**config.mk**
```make
export PLATFORM = sky130hd
export DESIGN_NAME = dmem_block_mover
export DESIGN_NICKNAME = d
export VERILOG_FILES = /design/src/rtl/dmem_block_mover.sv
export SDC_FILE = /design/constraint.sdc
export NUM_CORES = 1
export LEC_CHECK = 0
export BUFFER_PORTS_ARGS = -buffer_cell sky130_fd_sc_hd__buf_2
export CAP_MARGIN = 40
export CORE_UTILIZATION = 50
export CTS_CLUSTER_SIZE = 20
export DETAILED_ROUTE_END_ITERATION = 16
export HOLD_SLACK_MARGIN = 0.06
export PLACE_DENSITY = 0.77
export SLEW_MARGIN = 20
export SYNTH_ARGS = -nofsm -noshare
export SYNTH_HDL_FRONTEND = slang
export SYNTH_SLANG_ARGS = --single-unit
```
**constraint.sdc**
```tcl
create_clock -name clk -period 5 [get_ports clk]
set_input_delay 0.5 -clock clk [delete_from_list [all_inputs] [get_ports clk]]
set_output_delay 0.5 -clock clk [all_outputs]
set_load 0.05 [all_outputs]
```
**src/rtl/dmem_block_mover.sv**
```systemverilog
// dmem_block_mover
// DMA-style helper that drives the data_memory port to copy a block of words
// from one address range to another, or to fill a range with a constant.
// Every output, including the memory strobes, comes straight from a flop.
// Copies alternate one read cycle with one write cycle. Fills write on
// consecutive cycles. Addresses advance by ADDR_STEP and wrap modulo 2^32.

module dmem_block_mover #(
    parameter int ADDR_STEP = 1,
    parameter int CNT_W     = 16
) (
    input  logic             clk,
    input  logic             rst,
    input  logic             start,
    input  logic             mode,
    input  logic [31:0]      src_addr,
    input  logic [31:0]      dst_addr,
    input  logic [CNT_W-1:0] count,
    input  logic [31:0]      fill_data,
    output logic             busy,
    output logic             done,
    output logic [CNT_W-1:0] words_done,
    output logic             MemRead,
    output logic             MemWrite,
    output logic [31:0]      address,
    output logic [31:0]      write_data,
    input  logic [31:0]      read_data
);

    typedef enum logic [1:0] {
        ST_IDLE = 2'd0,
        ST_RD   = 2'd1,
        ST_WR   = 2'd2,
        ST_DONE = 2'd3
    } state_t;

    localparam logic [31:0]      STEP_C = 32'(ADDR_STEP);
    localparam logic [CNT_W-1:0] ONE_C  = CNT_W'(1);
    localparam logic             MODE_COPY = 1'b0;

    // Control state
    state_t           state_q;
    logic             mode_q;
    logic [31:0]      src_q;        // address of the next word to read
    logic [31:0]      dst_q;        // address of the word being / next written
    logic [CNT_W-1:0] rem_q;        // words still to be written

    // Registered outputs
    logic             busy_q;
    logic             done_q;
    logic [CNT_W-1:0] words_done_q;
    logic             mem_read_q;
    logic             mem_write_q;
    logic [31:0]      address_q;
    logic [31:0]      write_data_q; // captured copy word, or the fill pattern

    // Next-value helpers shared by several state branches
    logic [31:0]      src_d;
    logic [31:0]      dst_d;
    logic [CNT_W-1:0] rem_d;
    logic [CNT_W-1:0] words_done_d;
    logic             last_word_d;
    logic             count_zero_d;

    assign src_d        = src_q + STEP_C;
    assign dst_d        = dst_q + STEP_C;
    assign rem_d        = rem_q - ONE_C;
    assign words_done_d = words_done_q + ONE_C;
    assign last_word_d  = (rem_q == ONE_C);
    assign count_zero_d = (count == '0);

    assign busy       = busy_q;
    assign done       = done_q;
    assign words_done = words_done_q;
    assign MemRead    = mem_read_q;
    assign MemWrite   = mem_write_q;
    assign address    = address_q;
    assign write_data = write_data_q;

    // Transfer FSM: sequences the operation and registers every output for the cycle ahead
    always_ff @(posedge clk or posedge rst) begin
        if (rst) begin
            state_q      <= ST_IDLE;
            mode_q       <= 1'b0;
            src_q        <= 32'h0000_0000;
            dst_q        <= 32'h0000_0000;
            rem_q        <= '0;
            busy_q       <= 1'b0;
            done_q       <= 1'b0;
            words_done_q <= '0;
            mem_read_q   <= 1'b0;
            mem_write_q  <= 1'b0;
            address_q    <= 32'h0000_0000;
            write_data_q <= 32'h0000_0000;
        end else begin
            case (state_q)
                ST_IDLE: begin
                    // Strobes stay low; address and write_data keep their last values
                    mem_read_q  <= 1'b0;
                    mem_write_q <= 1'b0;
                    busy_q      <= 1'b0;
                    done_q      <= 1'b0;
                    if (start) begin
                        mode_q       <= mode;
                        src_q        <= src_addr;
                        dst_q        <= dst_addr;
                        rem_q        <= count;
                        words_done_q <= '0;
                        if (count_zero_d) begin
                            // Nothing to move: report completion without touching memory
                            state_q <= ST_DONE;
                            done_q  <= 1'b1;
                        end else if (mode == MODE_COPY) begin
                            state_q    <= ST_RD;
                            busy_q     <= 1'b1;
                            mem_read_q <= 1'b1;
                            address_q  <= src_addr;
                        end else begin
                            state_q      <= ST_WR;
                            busy_q       <= 1'b1;
                            mem_write_q  <= 1'b1;
                            address_q    <= dst_addr;
                            write_data_q <= fill_data;
                        end
                    end
                end

                ST_RD: begin
                    // Memory read is combinational, so the word is valid this cycle
                    state_q      <= ST_WR;
                    src_q        <= src_d;
                    mem_read_q   <= 1'b0;
                    mem_write_q  <= 1'b1;
                    address_q    <= dst_q;
                    write_data_q <= read_data;
                end

                ST_WR: begin
                    dst_q        <= dst_d;
                    rem_q        <= rem_d;
                    words_done_q <= words_done_d;
                    if (last_word_d) begin
                        state_q     <= ST_DONE;
                        busy_q      <= 1'b0;
                        done_q      <= 1'b1;
                        mem_read_q  <= 1'b0;
                        mem_write_q <= 1'b0;
                    end else if (mode_q == MODE_COPY) begin
                        state_q     <= ST_RD;
                        mem_read_q  <= 1'b1;
                        mem_write_q <= 1'b0;
                        address_q   <= src_q;
                    end else begin
                        // Fill keeps writing the same pattern on consecutive cycles
                        state_q     <= ST_WR;
                        mem_read_q  <= 1'b0;
                        mem_write_q <= 1'b1;
                        address_q   <= dst_d;
                    end
                end

                ST_DONE: begin
                    state_q     <= ST_IDLE;
                    busy_q      <= 1'b0;
                    done_q      <= 1'b0;
                    mem_read_q  <= 1'b0;
                    mem_write_q <= 1'b0;
                end

                default: begin
                    // Unreachable encoding: park safely with the bus released
                    state_q     <= ST_IDLE;
                    busy_q      <= 1'b0;
                    done_q      <= 1'b0;
                    mem_read_q  <= 1'b0;
                    mem_write_q <= 1'b0;
                end
            endcase
        end
    end

endmodule

```
==> out/qor.txt, run 1 <==
Die Span Y: 146.3 um
Critical Path End Type: flop
via/cell ratio: 6.275
status: finished, final reports clean
syn_area_per_cell: 8.317 um^2
sequential fraction of the synthesis area: 40.13%
clk buf depth: 2
Synth Register Bits: 167
Synth Area in Compound Gates: 24.65%
share of flip-flops with an asynchronous set or reset: 100.0%
layout cells sized above 1: 21.71%
cells after synthesis: 1252
adder-cell share of the synthesized area: 1.202%
RSZ-0062 raised after global routing: no
Final nets: 1569
Root Buffer: clkbuf_16
Yosys cell types: 60
clk slew on worst S/H paths: 70 ps
critical path's most frequent cell: buf_4
Tmin final: 3243 ps
Crit path required time: 5360 ps
cell taking the most area after synthesis: dfrtp_1
initial antenna violation count: 0
Remaining Overflow, GRT: 0
cts hold-fix bufs: 0
Top delay family on crit path: compound AO/OA/AOI/OAI gates
crit path max-delay cell type: ha_2
critical path depth in cells: 9
multi-input logic area: 0.005786 mm^2
Synth Flop Type: dfrtp_1
Detail Route Antenna Nets: 0
Wirelength per Cell: 19.70 um
Leakage: 5.236 nW
WS Path Type: flop to flop
worst hold-check path type: primary input to asynchronous set/reset pin
EDFF count, synth: 0
Arrival @ worst endpoint: 3600 ps
Synth Area in Simple Gates: 19.79%
Synth area leaders: dfrtp_1 40%, a21oi_1 8.0%, nand2_1 5.0%
vias in the first global route: 9664
pwr dens: 768.2 mW/mm^2
warning count from the yosys run: 0
dpl hpwl: 22.90 mm
Post-Route Setup TNS: 0 ps
CTS tree: yes
Post-Route Skew: 8.900 ps
Setup crit start kind: flop
Max Cap Viol: 0
vias: 10620
setup bufs post-CTS: 0
proportion of synthesized area in mux cells: 6.321%
crit-path max cell delay: 750 ps
R2R setup slack: 1760 ps
Num CTS Buffers: 17
I/O pins: 232
Rel. slew slack: 38.19%
Iter 0 DRT Violations: 1288
initial core utilization: 51.29%
r2r startpoint: state_q[1]$_DFFE_PP0N_
post-synth top area share: 40.13%
Post-Synth XOR/XNOR Area: 3.112%
die area: 0.02141 mm^2
first-pass GRT wire length: 52.54 mm
# H-tree levels: 4
cts repair resizes: 0
Die X: 146.3 um
Post-Syn Area: 0.01041 mm^2
CP cell instances: inv_1 -> ha_2 -> nand2_1 -> a21boi_2 -> buf_4 -> a21oi_4 -> buf_4 -> nor2_1 -> a21oi_1
Final Slew Violations: 0
# diodes: 0
Total Power: 9.460 mW
Tightest Pin Transition: 927.1 ps
Area growth, synth to finish: 18.26%
Net Count, Synth: 1410
# port buffers: 231
all-layer global routing usage: 31.25%
setup violators final: 0
fin cells: 1693
# placed instances: 1660
VDD IR max: 385.8 uV
Reg area: 0.004179 mm^2
DRC viols: 0
Pre-antenna DRT Iters: 6
reg2reg end: write_data[29]$_DFFE_PP0P_
Final Hold Fails: 0
CTS sink cnt: 167
R2R depth: 9
Filler cells: 1795
main combinational cell family by area after synthesis: compound AO/OA/AOI/OAI gates
FMAX: 308.3 MHz
CORE AREA: 0.02030 mm^2
DRT Wirelength: 33.35 mm
Commonest cells post-synth: 167 x dfrtp_1, 166 x a21oi_1, 138 x nand2_1
cell with the most instances after synthesis: dfrtp_1
fin crit share: 64.87%
gpl congestion: 0.9326
largest net degree at the start of global routing: 168
worst path bufs/invs: 3
CP max FO: 36
FP Rows: 52
clock latency on the worst-skew pair: 430 ps
[logic make-up after synthesis]
group                    Yosys count
buffers and inverters            130
multiplexers                      64
AO/OA/AOI/OAI                    413
XOR/XNOR                          37
adder cells (fa/ha/maj)           10
flip-flops                       167
AND/OR/NAND/NOR                  431
[metrics by stage]
step	util [%]	hold slack [ps]	instance area (um^2)	worst slack (ps)
2_1_floorplan	-	499.1	10420	2373
3_3_place_gp	57.47	457.8	11670	1618
3_5_place_dp	57.55	465.0	11680	1745
4_1_cts	60.49	346.4	12280	1745
5_1_grt	60.66	365.7	12310	1468
6_report	60.66	337.3	12310	1757
[report_power, final]
group | switching [mW] | internal (mW) | total (mW)
registers | 0.770 | 2.00 | 2.77
logic | 3.61 | 1.71 | 5.33
clock network | 0.570 | 0.796 | 1.37
[tightest hold or removal path: cells and delay by family]
family	cells	cell delay, ps
buffers and inverters	3	790
[worst max-delay path by stage]
stage                                       from  slack, ps                          to
after floorplan                              rst       2370           MemRead$_DFF_PP0_
after global placement    state_q[1]$_DFFE_PP0N_       1620        src_q[4]$_DFFE_PP0P_
after detailed placement  state_q[0]$_DFFE_PP0N_       1740  write_data[29]$_DFFE_PP0P_
after CTS                 state_q[0]$_DFFE_PP0N_       1740  write_data[29]$_DFFE_PP0P_
after global routing      state_q[1]$_DFFE_PP0N_       1470  write_data[28]$_DFFE_PP0P_
final                     state_q[1]$_DFFE_PP0N_       1760  write_data[29]$_DFFE_PP0P_
[sequential cells by signal, summed over array words and instances, names as in the netlist]
signal	count
dst_q	32
busy	1
done	1
rem_q	16
state_q	2
MemWrite	1
words_done	16
mode_q	1
address	32
write_data	32
MemRead	1
src_q	32
[layer usage]
metal / share of wire (%) / vias to the layer above / wire (um) / global-route usage (%)
li1: - / 4908 / - / -
met1: 42 / 4998 / 13960 / 44.41
met2: 44 / 655 / 14830 / 46.69
met3: 11 / 62 / 3766 / 7.875
met4: 2.4 / 0 / 787 / 9.792
met5: 0 / - / 0 / 0
[layout make-up]
class | count | area share, %
Inverter | 19 | 0.6096
Tap cell | 270 | 2.743
Sequential cell | 167 | 33.94
Clock inverter | 12 | 1.250
Clock buffer | 19 | 3.597
Timing Repair Buffer | 251 | 10.88
Multi-Input combinational cell | 955 | 46.98
[cell usage in the layout (no fill, tap or decap), types with 16 or more instances in the layout]
cell | netlist | layout
a211oi_1 | 22 | 22
clkbuf_16 | 0 | 17
dfrtp_1 | 167 | 167
buf_4 | 2 | 16
nand2_1 | 138 | 138
o21ai_0 | 61 | 61
nor2_1 | 105 | 105
nor2b_1 | 24 | 24
a21oi_1 | 166 | 165
nand4_1 | 31 | 31
a221oi_1 | 17 | 17
nor3_1 | 19 | 19
nand3_1 | 46 | 46
mux2i_1 | 50 | 50
buf_2 | 3 | 232
o31ai_1 | 21 | 21
o22ai_1 | 42 | 42
xnor2_1 | 17 | 17
xor2_1 | 20 | 20
inv_1 | 19 | 18
(Power assumes the default switching activity.)
==> run 2: changes to the inputs <==
==> constraint.sdc (replaced) <==
create_clock -name clk -period 2.85 [get_ports clk]
set_input_delay 0.285 -clock clk [delete_from_list [all_inputs] [get_ports clk]]
set_output_delay 0.285 -clock clk [all_outputs]
set_load 0.05 [all_outputs]
==> run 2 against run 1 <==
Compared with the run above: die area is the same; via count is essentially flat; largest cell class unchanged; non-clock buffer count grew 26; largest power group unchanged; fmax grew 24%.
==> out/qor.txt, run 2 (synthesized netlist as in run 1, its figures left out) <==
Critical Path End Type: flop
worst hold-check path type: primary input to flop
CTS sink cnt: 167 (unchanged)
Remaining Overflow, GRT: 0 (unchanged)
cell internal pwr: 7.914 mW (+76%)
largest net degree at the start of global routing: 71 (-58%)
Post-Route Skew: 15.09 ps (+6.191 ps)
most frequent cells in the layout: 231 x buf_2, 167 x dfrtp_1, 165 x a21oi_1
initial core utilization: 51.29% (unchanged)
Max Cap Viol: 0 (unchanged)
pre-CTS setup slack: 321.2 ps (-1424 ps)
Filler cells: 1807 (+0.67%)
final setup margin: 237.2 ps (-1520 ps)
sequential share of power: 29.1% (-0.2 points)
critical path's most frequent cell: nand4_1
Tightest Pin Transition: 709.8 ps (-217.3 ps)
Pre-antenna DRT Iters: 5 (-1)
P_sw: 8.692 mW (+75%)
Final Slew Violations: 0 (unchanged)
grt met1 use: 43.54% (-0.87 points)
gpl congestion: 0.9809 (+5.2%)
Arrival @ worst endpoint: 2930 ps (-670 ps)
FMAX: 382.7 MHz (+24%)
Comb pwr share: 57.1% (+0.8 points)
setup violators final: 0 (unchanged)
layout cells sized above 1: 23.03% (+1.3 points)
CTS tree: yes
Num CTS Buffers: 17 (unchanged)
M2 GR Usage: 46.12% (-0.57 points)
Final Hold Fails: 0 (unchanged)
crit-path max cell delay: 720 ps (-30 ps)
via/cell ratio: 6.171 (-1.6%)
CORE AREA: 0.02030 mm^2 (unchanged)
Tmin final: 2613 ps (-630.5 ps)
all-layer global routing usage: 31.03% (-0.22 points)
Setup crit start kind: flop
die area: 0.02141 mm^2 (unchanged)
Detail Route Antenna Nets: 0 (unchanged)
Crit path required time: 3170 ps (-2190 ps)
Switching Fraction: 52.34% (about the same)
commonest non-fill, non-tap cell in the layout: buf_2
I/O pins: 232 (unchanged)
Post-Route Setup TNS: 0 ps (unchanged)
Most Crowded Layer GR: met2
vias in the first global route: 9697 (+0.34%)
WS Path Type: flop to flop
clk buf depth: 2 (unchanged)
CP cell instances: nand4_1 -> or4b_1 -> nor4_1 -> xnor2_1 -> nand4_1 -> a22o_1
status: finished, final reports clean
pwr dens: 1329 mW/mm^2 (+73%)
GRT met3 Usage: 8.250% (+0.38 points)
Final nets: 1595 (+1.7%)
CP max FO: 9 (-75%)
Clk pwr share: 13.8% (-0.6 points)
cts repair resizes: 0 (unchanged)
Hold Slack: 131.5 ps (-205.8 ps)
FP Rows: 52 (unchanged)
Root Buffer: clkbuf_16
crit path max-delay cell type: or4b_1
Total Power: 16.61 mW (+76%)
multi-input logic area: 0.005786 mm^2 (unchanged)
# H-tree levels: 4 (unchanged)
VDD IR max: 711.0 uV (+84%)
DRT Wirelength: 33.10 mm (-0.75%)
RSZ-0062 raised after global routing: no
clk slew on worst S/H paths: 70 ps (about the same)
vias: 10620 (-0.019%)
Wirelength per Cell: 19.23 um (-2.4%)
dpl hpwl: 24.04 mm (+5.0%)
Rel. slew slack: 52.24% (+14 points)
first-pass GRT wire length: 52.45 mm (-0.16%)
Area growth, synth to finish: 20.00%
clock latency on the worst-skew pair: 440 ps (about the same)
Reg area: 0.004179 mm^2 (unchanged)
fin crit share: 91.68% (+27 points)
Die Span Y: 146.3 um (unchanged)
initial antenna violation count: 2 (+2)
# port buffers: 231 (unchanged)
DRC viols: 0 (unchanged)
Die X: 146.3 um (unchanged)
Leakage: 5.349 nW (+2.2%)
Iter 0 DRT Violations: 1167 (-9.4%)
## run 2: cell types whose count changed in the layout (fill, tap and decap cells not counted), sizes merged
| cell | delta |
|---|---|
| bufinv | -2 |
| buf | +25 |
| inv | +7 |
| clkinv | -4 |
| dlygate4sd3 | +1 |
| diode | +1 |
## run 2: final timing paths
path | startpoint | end | slack (ps) | depth (start not counted)
worst max-delay path | dst_q[5]$_DFFE_PP0P_ | address[31]$_DFFE_PP0P_ | 240 | 6
worst min-delay path | count[1] | rem_q[1]$_DFFE_PP0P_ | 130 | 3
worst max register to register | dst_q[5]$_DFFE_PP0P_ | address[31]$_DFFE_PP0P_ | 240 | 6
worst min register to register | address[11]$_DFFE_PP0P_ | address[11]$_DFFE_PP0P_ | 480 | 2
max in group asynchronous | rst | src_q[27]$_DFFE_PP0P_ | 1770 | 4
min in group asynchronous | rst | dst_q[19]$_DFFE_PP0P_ | 330 | 3
## run 2: layer usage
metal,routed length (um),vias to the layer above
met2,14490,613
met3,3454,75
met5,13,-
li1,-,4975
met1,14160,4956
met4,976,2
## run 2: critical path: cells and delay by family, from the launching register on
kind | cells | cell delay [ps]
DFF | 1 | 530
and+or+nand+nor | 4 | 1580
AOI/OAI and AO/OA | 1 | 190
xor gates and xnor gates | 1 | 180
## run 2: area by class of cell
cell class / instances / share of cell area (%)
Inverter: 19 / 0.6008
Timing Repair Buffer: 277 / 12.37
Sequential cell: 167 / 33.45
Clock inverter: 13 / 1.092
Clock buffer: 19 / 3.465
Multi-Input combinational cell: 955 / 46.30
Tap cell: 270 / 2.704
Antenna cell: 1 / 0.02003
## run 2: per-stage QoR
stage	std cells	util, %	area, um^2
after CTS	1720	61.54	12490
after global placement	1686	58.63	11900
final	1721	61.55	12490
after detailed placement	1687	58.68	11910
after global routing	1721	61.55	12490
after floorplan	1252	-	10420
## run 2: timing repair
item                       CTS  global route
hold endpoints to repair     4             0
setup buffers                0             0
hold buffers                 1             0
setup endpoints to repair    0             0
## run 2: power by group through the flow
| stage | Clock (mW) | Sequential [mW] | Combinational [mW] |
|---|---|---|---|
| final | 2.29 | 4.83 | 9.48 |
| after detailed placement | 0 | 4.79 | 9.37 |
| after global placement | 0 | 4.75 | 9.13 |
| after CTS | 2.32 | 4.78 | 9.40 |
| after global routing | 2.41 | 4.99 | 10.3 |
| after floorplan | 0 | 5.99 | 5.59 |
==> run 3: changes to the inputs <==
--- a/config.mk
+++ b/config.mk
@@ -5,13 +5,13 @@
 export SDC_FILE = /design/constraint.sdc
 export NUM_CORES = 1
 export LEC_CHECK = 0
-export BUFFER_PORTS_ARGS = -buffer_cell sky130_fd_sc_hd__buf_2
 export CAP_MARGIN = 40
-export CORE_UTILIZATION = 50
+export CORE_UTILIZATION = 55
 export CTS_CLUSTER_SIZE = 20
 export DETAILED_ROUTE_END_ITERATION = 16
+export DONT_BUFFER_PORTS = 1
 export HOLD_SLACK_MARGIN = 0.06
-export PLACE_DENSITY = 0.77
+export PLACE_DENSITY = 0.73
 export SLEW_MARGIN = 20
 export SYNTH_ARGS = -nofsm -noshare
 export SYNTH_HDL_FRONTEND = slang
==> run 3 against run 2 <==
Compared with the run above: non-clock buffer count fell by 207; hold slack got worse by 130 ps; fmax is 0.56% lower; sequential share of layout area is 2.5 points higher; flip-flop and latch count did not move; cell count down 14%; clock skew is 5.7 ps lower; design area fell by 7.0%; critical endpoint is now address[26]$_DFFE_PP0P_; largest cell class unchanged; largest power group unchanged; highest routed layer is now met4.
==> out/qor.txt, run 3 (synthesized netlist as in run 1, its figures left out) <==
status: finished, final reports clean
initial core utilization: 56.99% (+5.7 points)
Die X: 139.6 um (-4.6%)
clk buf depth: 2 (unchanged)
Die Span Y: 139.6 um (-4.6%)
I/O pins: 232 (unchanged)
vias in the first global route: 9142 (-5.7%)
DRT Wirelength: 32.76 mm (-1.0%)
pwr dens: 1405 mW/mm^2 (+5.7%)
# placed instances: 1411 (-16%)
WL met3: 4.301 mm (+25%)
CTS sink cnt: 167 (unchanged)
vias: 9812 (-7.6%)
wl on met1: 13.32 mm (-6.0%)
first-pass GRT wire length: 51.40 mm (-2.0%)
Filler cells: 1546 (-14%)
Crit path required time: 3150 ps (-20 ps)
Remaining Overflow, GRT: 0 (unchanged)
Max Cap Viol: 0 (unchanged)
cell internal pwr: 7.746 mW (-2.1%)
Area growth, synth to finish: 11.55%
via/cell ratio: 6.657 (+7.9%)
setup bufs post-CTS: 0 (unchanged)
r2r startpoint: dst_q[0]$_DFFE_PP0P_
Arrival @ worst endpoint: 2920 ps (about the same)
initial antenna violation count: 1 (-1)
CP max FO: 6 (-3)
Comb pwr share: 44.1% (-13 points)
sequential share of power: 41.0% (+12 points)
Leakage: 4.553 nW (-15%)
Tightest Pin Transition: 906.3 ps (+196.4 ps)
Clk pwr share: 14.9% (+1.1 points)
clk slew on worst S/H paths: 70 ps (about the same)
Total Power: 16.31 mW (-1.8%)
Final nets: 1388 (-13%)
gpl congestion: 0.9505 (-3.1%)
Setup crit start kind: flop
dpl hpwl: 22.71 mm (-5.6%)
die area: 0.01949 mm^2 (-9.0%)
# port buffers: 0 (-100%)
Switching Fraction: 52.52% (+0.18 points)
metal2 WL: 14.29 mm (-1.3%)
P_sw: 8.568 mW (-1.4%)
RSZ-0062 raised after global routing: no
Detail Route Antenna Nets: 0 (unchanged)
FP Rows: 49 (-5.8%)
Final Slew Violations: 0 (unchanged)
layout cells sized above 1: 8.045% (-15 points)
CTS tree: yes
Pre-antenna DRT Iters: 5 (unchanged)
Rel. slew slack: 39.58% (-13 points)
# H-tree levels: 4 (unchanged)
VDD IR max: 664.6 uV (-6.5%)
Post-Route Setup TNS: 0 ps (unchanged)
DP Area: 0.01071 mm^2 (-10%)
commonest non-fill, non-tap cell in the layout: dfrtp_1
fin cells: 1474 (-14%)
Iter 0 DRT Violations: 1086 (-6.9%)
Final Hold Fails: 0 (unchanged)
most frequent cells in the layout: 167 x dfrtp_1, 165 x a21oi_1, 138 x nand2_1
all-layer global routing usage: 33.89% (+2.9 points)
DRC viols: 0 (unchanged)
setup violators final: 0 (unchanged)
fin crit share: 92.20% (+0.52 points)
worst hold-check path type: primary input to asynchronous set/reset pin
largest net degree at the start of global routing: 168 (+140%)
Tmin final: 2628 ps (+14.82 ps)
Root Buffer: clkbuf_16
Post-Route Skew: 9.365 ps (-5.726 ps)
Num CTS Buffers: 17 (unchanged)
Wirelength per Cell: 22.23 um (+16%)
Worst Setup SP: dst_q[0]$_DFFE_PP0P_
CORE AREA: 0.01827 mm^2 (-10%)
WS Path Type: flop to flop
Critical Path End Type: flop
top routing layer used: met4
clock latency on the worst-skew pair: 440 ps (about the same)
Final Cell Area: 0.01161 mm^2 (-7.0%)
FMAX: 380.6 MHz (-0.56%)
-- run 3: cell count changes in the layout (fill, tap and decap cells not counted), sizes merged --
cell	change
clkinv	+1
clkinvlp	-1
inv	-2
dlygate4sd3	+28
diode	+1
buf	-235
bufinv	+2
-- run 3: worst paths after layout --
| check | endpoint | slack [ps] | cells past startpoint |
|---|---|---|---|
| max | address[26]$_DFFE_PP0P_ | 220 | 7 |
| min | dst_q[11]$_DFFE_PP0P_ | 1 | 2 |
| max reg2reg | address[26]$_DFFE_PP0P_ | 220 | 7 |
| min reg2reg | src_q[25]$_DFFE_PP0P_ | 560 | 2 |
| max in group asynchronous | address[15]$_DFFE_PP0P_ | 2210 | 2 |
| min in group clk | dst_q[0]$_DFFE_PP0P_ | 60 | 2 |
-- run 3: timing repair --
item,4_1_cts,5_1_grt
hold buffers,29,0
hold endpoints to repair,22,0
setup endpoints to repair,0,0
resized for setup,0,0
-- run 3: power by group through the flow --
stage	Combinational (mW)	Sequential, mW	Clock (mW)
floorplan	5.59	5.99	0
global placement	6.83	6.60	0
detailed placement	6.99	6.64	0
CTS	7.07	6.62	2.46
global route	7.94	6.82	2.54
finish	7.20	6.68	2.43
-- run 3: metrics by stage --
step           hold WS [ps]  setup slack [ps]  utilization [%]
3_5_place_dp          453.3             269.9            58.62
5_1_grt               65.15             9.865            63.55
4_1_cts               60.13             254.4            63.55
3_3_place_gp          449.2             360.1            58.62
6_report              1.362             222.3            63.57
2_1_floorplan         439.6             438.2                -
-- run 3: area by class of cell --
type | instances | area (um^2) | area share (%)
Multi-Input combinational cell | 955 | 5786 | 49.81
Sequential cell | 167 | 4179 | 35.98
Timing Repair Buffer | 70 | 673.1 | 5.796
Clock buffer | 19 | 442.9 | 3.813
Tap cell | 229 | 286.5 | 2.467
Clock inverter | 13 | 167.7 | 1.443
Inverter | 19 | 75.07 | 0.6463
Antenna cell | 2 | 5.005 | 0.04309
-- run 3: worst max-delay path, cell delays in order (launching register included) --
cell	delay [ps]
dfrtp_1	440
ha_1	290
nand4_1	240
or4_1	630
nor3_1	400
xor2_1	120
a221oi_1	260
o31ai_1	110
-- run 3: metal layers --
metal	up-vias	global-route usage (%)
li1	4566	-
met1	4608	46.30
met2	576	50.46
met3	62	12.04
met4	0	10.12
met5	-	0
